## src/rtl/tile_turn_ctrl_pkg.sv

```systemverilog
// Shared game definitions: turn-sequencer states, board defaults and the
// one-hot-to-index helper also used by the board store.
package tile_turn_ctrl_pkg;

    localparam int NUM_TILES_DEF = 10;
    localparam int VAL_W_DEF     = 4;
    localparam int MOVE_W_DEF    = 8;
    localparam int MAX_TILES     = 32;

    typedef enum logic [3:0] {
        IDLE, WAIT1, READ1, CAP1, WAIT2, READ2, CAP2, CMP, SHOW, DONE
    } state_e;

    // Index of the highest set bit; callers guarantee the input is one-hot.
    function automatic int onehot_to_idx(input logic [MAX_TILES-1:0] oh);
        int idx;
        idx = 0;
        for (int i = 0; i < MAX_TILES; i++)
            if (oh[i]) idx = i;
        return idx;
    endfunction

endpackage

```

## src/rtl/tile_turn_ctrl_if.sv

```systemverilog
// Board-store read bus: the turn sequencer is the master, the store answers
// with the tile value one cycle after the strobe.
interface tile_turn_ctrl_if #(
    parameter int NUM_TILES = tile_turn_ctrl_pkg::NUM_TILES_DEF,
    parameter int VAL_W     = tile_turn_ctrl_pkg::VAL_W_DEF
);
    localparam int IDX_W = $clog2(NUM_TILES);

    logic             rd_en;
    logic [IDX_W-1:0] rd_addr;
    logic [VAL_W-1:0] rd_data;

    modport master (output rd_en, output rd_addr, input  rd_data);
    modport slave  (input  rd_en, input  rd_addr, output rd_data);
endinterface

```

## src/rtl/tile_turn_ctrl_show_timer.sv

```systemverilog
// Loadable down-counter that holds a mismatched pair face-up; done while zero.
module show_timer #(
    parameter int TW = 8
) (
    input  logic          clk,
    input  logic          rst_n,
    input  logic          load,
    input  logic [TW-1:0] load_val,
    input  logic          en,
    output logic          done
);
    logic [TW-1:0] cnt_q, cnt_d;

    always_comb begin
        cnt_d = cnt_q;
        if (load)
            cnt_d = load_val;
        else if (en && cnt_q != '0)
            cnt_d = cnt_q - 1'b1;
    end

    always_ff @(posedge clk or negedge rst_n) begin
        if (!rst_n) cnt_q <= '0;
        else        cnt_q <= cnt_d;
    end

    assign done = (cnt_q == '0);
endmodule

```

## src/rtl/tile_turn_ctrl.sv

```systemverilog
// Turn sequencer: takes two tile picks, reads their values from the board
// store, compares them and tracks matched tiles and the move count.
module tile_turn_ctrl
    import tile_turn_ctrl_pkg::*;
#(
    parameter int NUM_TILES   = NUM_TILES_DEF,
    parameter int VAL_W       = VAL_W_DEF,
    parameter int MOVE_W      = MOVE_W_DEF,
    parameter int SHOW_CYCLES = 50_000_000
) (
    input  logic                 CLOCK_50,
    input  logic                 userquit_n,
    input  logic                 start,
    input  logic                 select1,
    input  logic                 select2,
    input  logic [NUM_TILES-1:0] sw,
    tile_turn_ctrl_if.master     rd_bus,
    output logic [NUM_TILES-1:0] revealed,
    output logic [NUM_TILES-1:0] matched,
    output logic [MOVE_W-1:0]    moves,
    output logic                 bad_sel,
    output logic                 busy,
    output logic                 game_over
);
    localparam int IDX_W = $clog2(NUM_TILES);
    localparam int TW    = $clog2(SHOW_CYCLES + 1);

    state_e               state_q, state_d;
    logic [IDX_W-1:0]     idx1_q, idx1_d, idx2_q, idx2_d;
    logic [VAL_W-1:0]     val1_q, val1_d, val2_q, val2_d;
    logic [NUM_TILES-1:0] revealed_q, revealed_d, matched_q, matched_d;
    logic [MOVE_W-1:0]    moves_q, moves_d;
    logic                 bad_q, bad_d, sel1_q, sel2_q;
    logic                 tmr_load, tmr_done;

    logic                 edge1, edge2, pick_ok;
    logic [IDX_W-1:0]     sw_idx;
    logic [NUM_TILES-1:0] mask1, mask2, pair;

    assign edge1   = select1 & ~sel1_q;
    assign edge2   = select2 & ~sel2_q;
    assign sw_idx  = IDX_W'(onehot_to_idx(MAX_TILES'(sw)));
    assign pick_ok = $onehot(sw) && ((sw & matched_q) == '0);
    assign mask1   = NUM_TILES'(1) << idx1_q;
    assign mask2   = NUM_TILES'(1) << idx2_q;
    assign pair    = mask1 | mask2;

    always_comb begin
        state_d    = state_q;
        idx1_d     = idx1_q;
        idx2_d     = idx2_q;
        val1_d     = val1_q;
        val2_d     = val2_q;
        revealed_d = revealed_q;
        matched_d  = matched_q;
        moves_d    = moves_q;
        bad_d      = 1'b0;
        tmr_load   = 1'b0;
        // start wins from any state and abandons the turn in progress
        if (start) begin
            state_d    = WAIT1;
            revealed_d = '0;
            matched_d  = '0;
            moves_d    = '0;
        end else begin
            unique case (state_q)
                IDLE, DONE: ;
                WAIT1: if (edge1) begin
                    if (pick_ok) begin
                        idx1_d  = sw_idx;
                        state_d = READ1;
                    end else bad_d = 1'b1;
                end
                READ1: state_d = CAP1;
                CAP1: begin
                    val1_d     = rd_bus.rd_data;
                    revealed_d = revealed_q | mask1;
                    state_d    = WAIT2;
                end
                WAIT2: if (edge2) begin
                    if (pick_ok && sw_idx != idx1_q) begin
                        idx2_d  = sw_idx;
                        state_d = READ2;
                    end else bad_d = 1'b1;
                end
                READ2: state_d = CAP2;
                CAP2: begin
                    val2_d     = rd_bus.rd_data;
                    revealed_d = revealed_q | mask2;
                    state_d    = CMP;
                end
                CMP: begin
                    if (moves_q != '1) moves_d = moves_q + 1'b1;
                    if (val1_q == val2_q) begin
                        matched_d  = matched_q | pair;
                        revealed_d = revealed_q & ~pair;
                        state_d    = (&(matched_q | pair)) ? DONE : WAIT1;
                    end else begin
                        tmr_load = 1'b1;
                        state_d  = SHOW;
                    end
                end
                SHOW: if (tmr_done) begin
                    revealed_d = revealed_q & ~pair;
                    state_d    = WAIT1;
                end
                default: state_d = IDLE;
            endcase
        end
    end

    always_ff @(posedge CLOCK_50 or negedge userquit_n) begin
        if (!userquit_n) begin
            state_q    <= IDLE;
            idx1_q     <= '0;
            idx2_q     <= '0;
            val1_q     <= '0;
            val2_q     <= '0;
            revealed_q <= '0;
            matched_q  <= '0;
            moves_q    <= '0;
            bad_q      <= 1'b0;
            sel1_q     <= 1'b0;
            sel2_q     <= 1'b0;
        end else begin
            state_q    <= state_d;
            idx1_q     <= idx1_d;
            idx2_q     <= idx2_d;
            val1_q     <= val1_d;
            val2_q     <= val2_d;
            revealed_q <= revealed_d;
            matched_q  <= matched_d;
            moves_q    <= moves_d;
            bad_q      <= bad_d;
            sel1_q     <= select1;
            sel2_q     <= select2;
        end
    end

    show_timer #(.TW(TW)) u_show_timer (
        .clk      (CLOCK_50),
        .rst_n    (userquit_n),
        .load     (tmr_load),
        .load_val (TW'(SHOW_CYCLES - 1)),
        .en       (state_q == SHOW),
        .done     (tmr_done)
    );

    assign rd_bus.rd_en   = (state_q == READ1) || (state_q == READ2);
    assign rd_bus.rd_addr = (state_q == READ2) ? idx2_q : idx1_q;
    assign revealed       = revealed_q;
    assign matched        = matched_q;
    assign moves          = moves_q;
    assign bad_sel        = bad_q;
    assign busy           = !(state_q inside {IDLE, WAIT1, WAIT2, DONE});
    assign game_over      = (state_q == DONE);
endmodule

```

## src/flat_wrapper.sv

```systemverilog
// flat-port wrapper written by rule: the top's interface ports become plain ports
module tile_turn_ctrl_flat import tile_turn_ctrl_pkg::*;
#(
    parameter int NUM_TILES   = NUM_TILES_DEF,
    parameter int VAL_W       = VAL_W_DEF,
    parameter int MOVE_W      = MOVE_W_DEF,
    parameter int SHOW_CYCLES = 50_000_000
)
  (CLOCK_50, userquit_n, start, select1, select2, sw, revealed, matched, moves, bad_sel, busy, game_over, rd_bus_rd_en, rd_bus_rd_addr, rd_bus_rd_data);
  tile_turn_ctrl_if #(.NUM_TILES(NUM_TILES), .VAL_W(VAL_W)) rd_bus_i ();
  input  logic CLOCK_50;
  input  logic userquit_n;
  input  logic start;
  input  logic select1;
  input  logic select2;
  input  logic [NUM_TILES-1:0] sw;
  output logic [NUM_TILES-1:0] revealed;
  output logic [NUM_TILES-1:0] matched;
  output logic [MOVE_W-1:0] moves;
  output logic bad_sel;
  output logic busy;
  output logic game_over;
  output wire logic [$bits(rd_bus_i.rd_en)-1:0] rd_bus_rd_en;
  output wire logic [$bits(rd_bus_i.rd_addr)-1:0] rd_bus_rd_addr;
  input wire logic [$bits(rd_bus_i.rd_data)-1:0] rd_bus_rd_data;
  assign rd_bus_rd_en = rd_bus_i.rd_en;
  assign rd_bus_rd_addr = rd_bus_i.rd_addr;
  assign rd_bus_i.rd_data = rd_bus_rd_data;
  tile_turn_ctrl #(.NUM_TILES(NUM_TILES), .VAL_W(VAL_W), .MOVE_W(MOVE_W), .SHOW_CYCLES(SHOW_CYCLES)) u_core (.CLOCK_50(CLOCK_50), .userquit_n(userquit_n), .start(start), .select1(select1), .select2(select2), .sw(sw), .rd_bus(rd_bus_i), .revealed(revealed), .matched(matched), .moves(moves), .bad_sel(bad_sel), .busy(busy), .game_over(game_over));
endmodule
```

## config.mk

```make
export PLATFORM = sky130hd
export DESIGN_NAME = tile_turn_ctrl_flat
export DESIGN_NICKNAME = d
export VERILOG_FILES = /design/src/rtl/tile_turn_ctrl_pkg.sv /design/src/rtl/tile_turn_ctrl_if.sv /design/src/rtl/tile_turn_ctrl_show_timer.sv /design/src/rtl/tile_turn_ctrl.sv /design/src/flat_wrapper.sv
export SDC_FILE = /design/constraint.sdc
export NUM_CORES = 1
export LEC_CHECK = 0
export CORE_UTILIZATION = 57
export DETAILED_ROUTE_END_ITERATION = 16
export PLACE_DENSITY = 0.81
export SLEW_MARGIN = 0
export SYNTH_ARGS = -nofsm -noshare
export SYNTH_HDL_FRONTEND = slang
export SYNTH_HIERARCHICAL = 1
export SYNTH_SLANG_ARGS = --single-unit
```

## constraint.sdc

```tcl
create_clock -name CLOCK_50 -period 2.8 [get_ports CLOCK_50]
set_input_delay 0.56 -clock CLOCK_50 [delete_from_list [all_inputs] [get_ports CLOCK_50]]
set_output_delay 0.56 -clock CLOCK_50 [all_outputs]
set_load 0.02 [all_outputs]
```

Yosys cells after proc, flatten, opt, wreduce, memory -nomap -nowiden
Index checks and enable logic that the tools add are counted.

storage, ports and cells
  bits in registers = 77
  bits in latches = 0
  memory bits (writable) = 0
  bits in read-only memories = 0
  input bits = 19
  output and inout port bits = 36
  memories = 0

cells by class
  $add $sub $neg = 11
  $mul = 0
  divide/modulo/power cells = 0
  $lt $le $gt $ge = 0
  equal/unequal tests = 20
  shift operators = 2
  muxes and demuxes = 40
  bitwise operators = 12
  reductions and logical operators = 25

operator list
  cell                   number
  $mux 4                 16
  $mux 10                6
  $mux 26                2
  $or 10x10->10          4
  $pmux 10 s4            1
  $pmux 4 s9             1
  $logic_not 26->1       1
  $reduce_bool 26->1     1
  $sub 26x1->26 const B  1
  $mux 8                 3
  $and 10x10->10         2
  $shl 1x4->10 const A   2
  $ne 3x2->1 const B     6
  $add 4x4->4            4
  $eq 4x3->1 const B     4
  $add 1x1->2            5
  $logic_not 10->1       1
  $not 10->10            1
  $reduce_and 10->1      1
  $mux 1                 9
  $add 8x1->8 const B    1
  $eq 4x1->1 const B     2
  $eq 4x2->1 const B     2
  $eq 4x4->1 const B     2
  20 further kinds       32

Longest topological paths before layout
  depth in word-level cells = 15
  mapped depth = 14

Modules after synthesis
The synthesis kept the hierarchy.

modules (own cells, without submodules)
  module          instances  cells each  area an instance (µm²)  seq. area each (µm²)
  tile_turn_ctrl  1          336         3223.1                  1276.2
  show_timer      1          172         1634.1                  650.6

Worst setup path after synthesis
Ideal clock, no wire load.

  path kind = input -> register
  start = input sw[0]
  end = register u_core.idx2_q[0]
  data arrival time = 4.173 ns
  path slack = -1.498 ns
  stages = 14
  cells stage by stage = fa_1 fa_1 inv_1 fa_1 inv_1 ha_1 inv_1 fa_1 a2111oi_2 nor2_1 nor4_1 nand2_1 a21oi_2 mux2_2

on the way
  word-level cells in the longest chain between the ends = 8
  elaborated cells on any way between the ends = 10
  those cells by class = add/sub (4); eq/ne (1); bitwise (1); reduce/logical (4)

RTL lines
  what                                             RTL line               text
  from (decl)                                      flat_wrapper.sv:16     input logic [NUM_TILES-1:0] sw;
  $add 1x1->2 (not written as such)                tile_turn_ctrl.sv:43   assign pick_ok = $onehot(sw) && ((sw & matched_q) == '0);
  $add 4x4->4 (not written as such) (3 in series)  tile_turn_ctrl.sv:43
  $eq 4x1->1                                       tile_turn_ctrl.sv:43
  $logic_and 1x1->1 (*)                            tile_turn_ctrl.sv:43
  $logic_and 1x1->1 (*)                            tile_turn_ctrl.sv:81   if (pick_ok && sw_idx != idx1_q) begin
  $reduce_and 4->1 (no line) (*)                   n/a
  to (signal assigned)                             tile_turn_ctrl.sv:128  idx2_q <= idx2_d;
  to (decl)                                        tile_turn_ctrl.sv:29   logic [IDX_W-1:0] idx1_q, idx1_d, idx2_q, idx2_d;

Every way passes the cells marked *; elsewhere a longest branch is shown, timed or not.
A chain may end at the register's enable or synchronous reset.

Worst setup path in the final report
  start = input sw[5]
  end = register u_core.idx2_q[1]

on the way
  word-level cells in the longest chain between the ends = 8
  elaborated cells on any way between the ends = 16
  those cells by class = add/sub (4); eq/ne (2); mux (5); bitwise (1); reduce/logical (4)

RTL lines
  what                                                                              RTL line
  $add 1x1->2 (not written as such) / $mux 4 (equally long branches)                tile_turn_ctrl.sv:43, tile_turn_ctrl_pkg.sv:19
  $add 4x4->4 (not written as such) / $mux 4 (equally long branches) (3 in series)  tile_turn_ctrl.sv:43, tile_turn_ctrl_pkg.sv:19
  $eq 4x1->1 / $mux 4 (equally long branches)                                       tile_turn_ctrl.sv:43, tile_turn_ctrl_pkg.sv:19
  $logic_and 1x1->1 / $ne 4x4->1 (equally long branches)                            tile_turn_ctrl.sv:43, tile_turn_ctrl.sv:81
  $logic_and 1x1->1                                                                 tile_turn_ctrl.sv:81
  $reduce_and 4->1 (no line)                                                        n/a

Parallel ways exist; a longest one is shown, timed or not.

==> impl_results.md <==
* Vias/cell at 6.07
* Seq cells post-synth at 77
* Status: complete, but fails checks
* WL/cell at 17.6 um
* Cell area after layout at 6140 um^2
* Most frequent cells in the layout: dfrtp_1 (75), clkdlybuf4s50_1 (47), nor2_1 (47), buf_4 (45), nand2_1 (40)
* Cell Rows at 33
* Post-DP HPWL at 9.05 mm
* Primary FF master, synth: dfrtp_1
* Clock Sinks at 77
* Max Fclk at 0.258 GHz
* Total Power at 0.00345 W
* Synthesis-to-finish area growth at 26.4%
* Hold Buf Count CTS at 0
* Synthesized area per cell at 9.56 um^2
* Final min period at 3880 ps
* DRC errors left at 0
* GR Util All Layers at 0.310
* Via count at 4410
* Worst-path maximum fanout at 4
* Latest clock arrival within the worst-skew pair at 360 ps
* H-tree lvl count at 3
* Initial Util at 0.591
* VDD IR-drop max at 0.382 mV
* Vias in the first global route at 4235
* Mapped Area at 4860 um^2
* GRT busiest layer: met2
* Max-slew headroom at 0.352
* Gpl congestion at 0.918
* Final setup fails at 12
* Leakage power at 2.50 nW
* Number of synthesized flops with an enable pin at 0
* Largest net degree at the start of global routing at 78
* IO Port Bufs at 54
* Dpl ws at -1740 ps
* PnR worst setup slack at -1080 ps
* M1 GR Usage at 0.414
* Distinct cells, synth at 82
* TritonCTS buffer count at 9
* Met2 GRT Util at 0.502
* Fin Clk Skew at 12.9 ps
* Maximum clock path buffer count at 2
* Pwr/cell area at 561 nW/um^2
* Ports at 55
* Die area at 8890 um^2
* Core ar. at 8220 um^2
* DRT antenna net count at 0
* Chip width at 94.3 um
* Hold Vio Cnt, Final at 0
* Final Slew Violations at 0
* Crit path kind: in -> reg
* GRT overflow at 0
* Initial antenna violation count at 0
* Layout cell share with drive strength beyond 1 at 0.222
* Unrepaired setup endpoints after global routing: true
* WL final at 12.8 mm
* Nature of the critical path startpoint: input port
* Register area share after synthesis at 0.397
* Diode count at 0
* Root buffer cell: clkbuf_8
* DP Area at 5850 um^2
* Violated checks: setup timing
* Ys Warns at 6
* Critical Path RT at 3040 ps
* Met3 Use GR at 0.0477
* Tcrit/Tclk final at 1.39
* Die H at 94.3 um
* Worst slew pin tran at 971 ps
* # Max-Cap Violations at 0
* Ys async rst share at 1.00
* # nets final at 647
* Crit end category: flip-flop
* Global-route wire length before repair at 21.1 mm
* Most common cell after layout, fill and taps aside: dfrtp_1
* Post-synthesis cell count at 508
* Critical Path AT at 4120 ps
* CTS tree: done
* Fin Setup TNS at -11300 ps
* DRT Pass-1 Iters at 4
* HP Class: in -> async
* Clock Pin Slew Worst Setup and Hold Paths at 90 ps
* Initial drt markers at 294
report_power, final:
group / internal [W] / switching, W / leakage (nW)
sequential: 0.00122 / 0.000121 / 0.937
combinational: 0.000546 / 0.000629 / 1.46
clock: 0.000497 / 0.000436 / 0.101
registers in the layout, indices dropped and copies added (netlist names):
signal                     cells
u_core/u_show_timer/cnt_q     26
u_core/matched                10
u_core/revealed               10
u_core/moves                   8
u_core/idx1_q                  4
u_core/idx2_q                  4
u_core/state_q                 4
u_core/val1_q                  4
u_core/val2_q                  4
u_core/bad_sel                 1
u_core/sel1_q                  1
u_core/sel2_q                  1
worst max-delay path, cell delays in order:
cell     delay (ps)
buf_6           100
fa_1            510
fa_1            530
inv_2            40
fa_1            460
inv_2            80
ha_4            120
inv_2            30
fa_2            500
nand4_1         120
nor4_2          340
nand2_1         140
a21oi_4         240
mux2_4          340
synth_stat cells (3+ instances only):
library cell  count  area (um^2)
a21oi_1          24          120
o21ai_0          28          140
mux2i_1           3         30.0
or3_1             4         25.0
nand2b_1          8         50.1
dfrtp_1          77         1930
o31ai_1           4         30.0
xor2_1           15          131
nor2_1           51          191
nor4_1            9         56.3
o22ai_1           3         18.8
nand3_1           8         40.0
clkbuf_1         12         45.0
fa_1              6          120
or4_1             9         67.6
nand4_1           8         50.1
ha_1              4         50.1
nor2b_1           4         25.0
a211o_1           3         26.3
nor3_1            8         40.0
mux2_2           24          270
a2111oi_0         3         26.3
nand2_1          41          154
and3_1            4         25.0
and2_1            4         25.0
nand4b_1          4         35.0
buf_2             4         20.0
o2111ai_1         4         35.0
nor4_4            3         63.8
xnor2_1          14          123
a31oi_1           8         50.1
o211ai_1          7         52.6
inv_1            20         75.1
buf_4             3         22.5
a211oi_1         10         75.1
o21a_1            3         22.5
or2_1             3         18.8
a22oi_1           4         30.0
final timing paths:
path                            cells past startpoint                                startpoint  slack, ps                             end
worst min-delay path                                1                                userquit_n        340  u_core/revealed[9]$_DFFE_PN0P_
min in group CLOCK_50                               1              u_core/val2_q[3]$_DFFE_PN0P_        530    u_core/val2_q[3]$_DFFE_PN0P_
worst min register to register                      1              u_core/val2_q[3]$_DFFE_PN0P_        530    u_core/val2_q[3]$_DFFE_PN0P_
max in group asynchronous                           1                                userquit_n       1760   u_core/state_q[2]$_DFFE_PN0P_
worst max register to register                     10  u_core/u_show_timer/cnt_q[0]$_DFFE_PN0P_        260   u_core/state_q[0]$_DFFE_PN0P_
worst max-delay path                               14                                     sw[5]      -1080    u_core/idx2_q[1]$_DFFE_PN0P_
what timing repair did:
item                                    CTS  global route
cloned                                    0             0
endpoints found under the setup margin   15            16
pin swaps                                 7             3
gates resized for setup                  40             8
setup buffers                             2             4
per-layer routing:
metal | up-vias | wire (um)
met1 | 2157 | 5540
met4 | 0 | 279
met3 | 31 | 816
met2 | 162 | 6180
li1 | 2060 | -
met5 | - | 0
stage by stage:
step | std cells | hold slack [ps] | util
final | 727 | 340 | 0.747
after global routing | 727 | 435 | 0.747
after CTS | 724 | 394 | 0.742
after detailed placement | 708 | 518 | 0.712
after global placement | 708 | 511 | 0.712
after floorplan | 532 | 264 | -
area by class of cell:
| cell class | count | area [um^2] |
|---|---|---|
| Tap cell | 105 | 131 |
| Multi-Input combinational cell | 411 | 2930 |
| Inverter | 20 | 75.1 |
| Clock inverter | 6 | 88.8 |
| Fill cell | 577 | 2080 |
| Sequential cell | 77 | 1930 |
| Clock buffer | 9 | 124 |
| Timing Repair Buffer | 99 | 862 |
cells by family after synthesis:
logic type,share of synthesized area
adder cells (fa/ha/maj),0.0350
multiplexers,0.0618
other,0.00155
flip-flops,0.397
buffers and inverters,0.0407
AND/OR/NAND/NOR,0.223
XOR/XNOR,0.0523
AO/OA/AOI/OAI,0.189
Power figures use the tool's default switching activity.
==> patch 1: new RTL, same settings <==
Set the package constant `NUM_TILES_DEF` to 5 (it was 10).
--- a/src/rtl/tile_turn_ctrl_pkg.sv
+++ b/src/rtl/tile_turn_ctrl_pkg.sv
@@ -2,7 +2,7 @@
 // one-hot-to-index helper also used by the board store.
 package tile_turn_ctrl_pkg;
 
-    localparam int NUM_TILES_DEF = 10;
+    localparam int NUM_TILES_DEF = 5;
     localparam int VAL_W_DEF     = 4;
     localparam int MOVE_W_DEF    = 8;
     localparam int MAX_TILES     = 32;
Ports: changed (resized matched, rd_bus_rd_addr, revealed and sw); port bits go from 55 to 39. The function was not compared with the original's and may differ.
==> patch 1 against the unedited design <==
- the flow finishes with violations (design-rule violations)
- area after synthesis decreased by 19%
- wire length down 29%
- power increased by 10%
- setup slack better by 1.2 ns
- sequential cell count decreased by 12
- utilization is 0.42 points lower
- design area fell by 21%
- worst hold slack got worse by 0.089 ns
==> patch 1: results (changes against the unedited design) <==
----------------------------------------------------
[Outcome]
  Run status ... complete, but fails checks
  Violated checks ... design-rule violations

[Cells and area]
  Multi-input combinational cell count ... 337 (-18%)
  Final std cells w/o fill ... 569 (-22%)
  Relative area of non-clock buffer cells in the final design ... 0.118 (-0.0227)
  Final clock-cell share ... 0.0505 (+0.0159)
  Number of nets in the final layout ... 506 (-22%)
  Number of non-clock inverters ... 12 (-40%)
  Fraction of area in registers ... 0.337 (+0.0230)
  Clock Buffer Count ... 11 (+2)
  FILL cells ... 475 (-18%)

[Placed design]
  Number of cells after detailed placement ... 550 (-22%)
  Weighted congestion at the end of routability-driven global placement ... 0.818 (-11%)
  Placed Instance Area ... 4550 um2 (-22%)

[Detailed routing]
  First-pass iteration count of the detailed router ... 11 (+7)
  DRC Markers ... 2 (+2)
  Met2 routed WL ... 4460 um (-28%)
  Total wirelength of the detailed-routed design ... 9150 um (-29%)
  Detailed Route Iter0 Violations ... 323 (+9.9%)
  Met3 WL post-DR ... 412 um (-50%)
  Met1 Routed Length ... 4140 um (-25%)

[Synth]
  Post-synthesis sequential area ratio ... 0.416 (+0.0190)
  Synth Area in Compound Gates ... 0.156 (-0.0331)
  Synth Area in Adders ... 0.0198 (-0.0152)
  Synthesized-area fraction occupied by xor and xnor cells ... 0.0694 (+0.0171)
  Leading post-synthesis cells by cell area ... dfrtp_1 (42%), mux2_2 (6.6%), nor2_1 (5.2%), xnor2_1 (3.6%), xor2_1 (3.4%)
  Multiplexer fraction of the synthesized cell area ... 0.0739 (+0.0120)
  #FFs+latches synth ... 65 (-16%)

[Power and ir drop]
  Highest ir drop seen on vdd ... 0.000419 V (+9.5%)

[Clocking]
  Clock edge transition at the registers on the reported setup and hold paths ... 0.07 ns (-0.02 ns)

[Floorplan]
  Area of the die ... 7200 um2 (-19%)

[GRT]
  Routing usage on met1 ... 0.364 (-0.0496)
  Number of global-route vias before repair ... 3306 (-22%)
  M2 GR Usage ... 0.446 (-0.0554)
  Wire length of the first global-routing pass ... 15500 um (-27%)
  Met3 track demand over resource ... 0.0642 (+0.0165)

[Worst setup path]
  Critical R2R Launch ... u_core/u_show_timer/cnt_q[6]
  Slowest stage cell, crit path ... clkdlybuf4s50_1
  R2R Path End ... u_core/state_q[1]

[Timing]
  Hold slack ... 0.250 ns (-0.0893 ns)

----------------------------------------------------
==> patch 1: power by group <==
group | internal [uW] | switching [uW]
combinational | 637 | 635
clock | 614 | 360
sequential | 1210 | 334
total | 2460 | 1330
==> patch 1: timing repair <==
item | 4_1_cts | 5_1_grt
endpoints found under the setup margin | 9 | 11
resized for setup | 11 | 6
setup buffers | 2 | 1
pin swaps | 2 | 2
==> patch 1: worst max-delay path by stage <==
| stage | from | endpoint | slack (ns) | depth (start not counted) |
|---|---|---|---|---|
| after floorplan | sw[0] | u_core/idx2_q[2] | 0.02 | 9 |
| after global placement | sw[0] | u_core/idx2_q[0] | -0.59 | 10 |
| after detailed placement | sw[0] | u_core/idx2_q[0] | -0.70 | 10 |
| after CTS | sw[1] | u_core/idx2_q[1] | 0.008 | 11 |
| after global routing | sw[0] | u_core/idx2_q[1] | 0.01 | 12 |
| final | u_core/state_q[1] | rd_bus_rd_addr[0] | 0.08 | 4 |
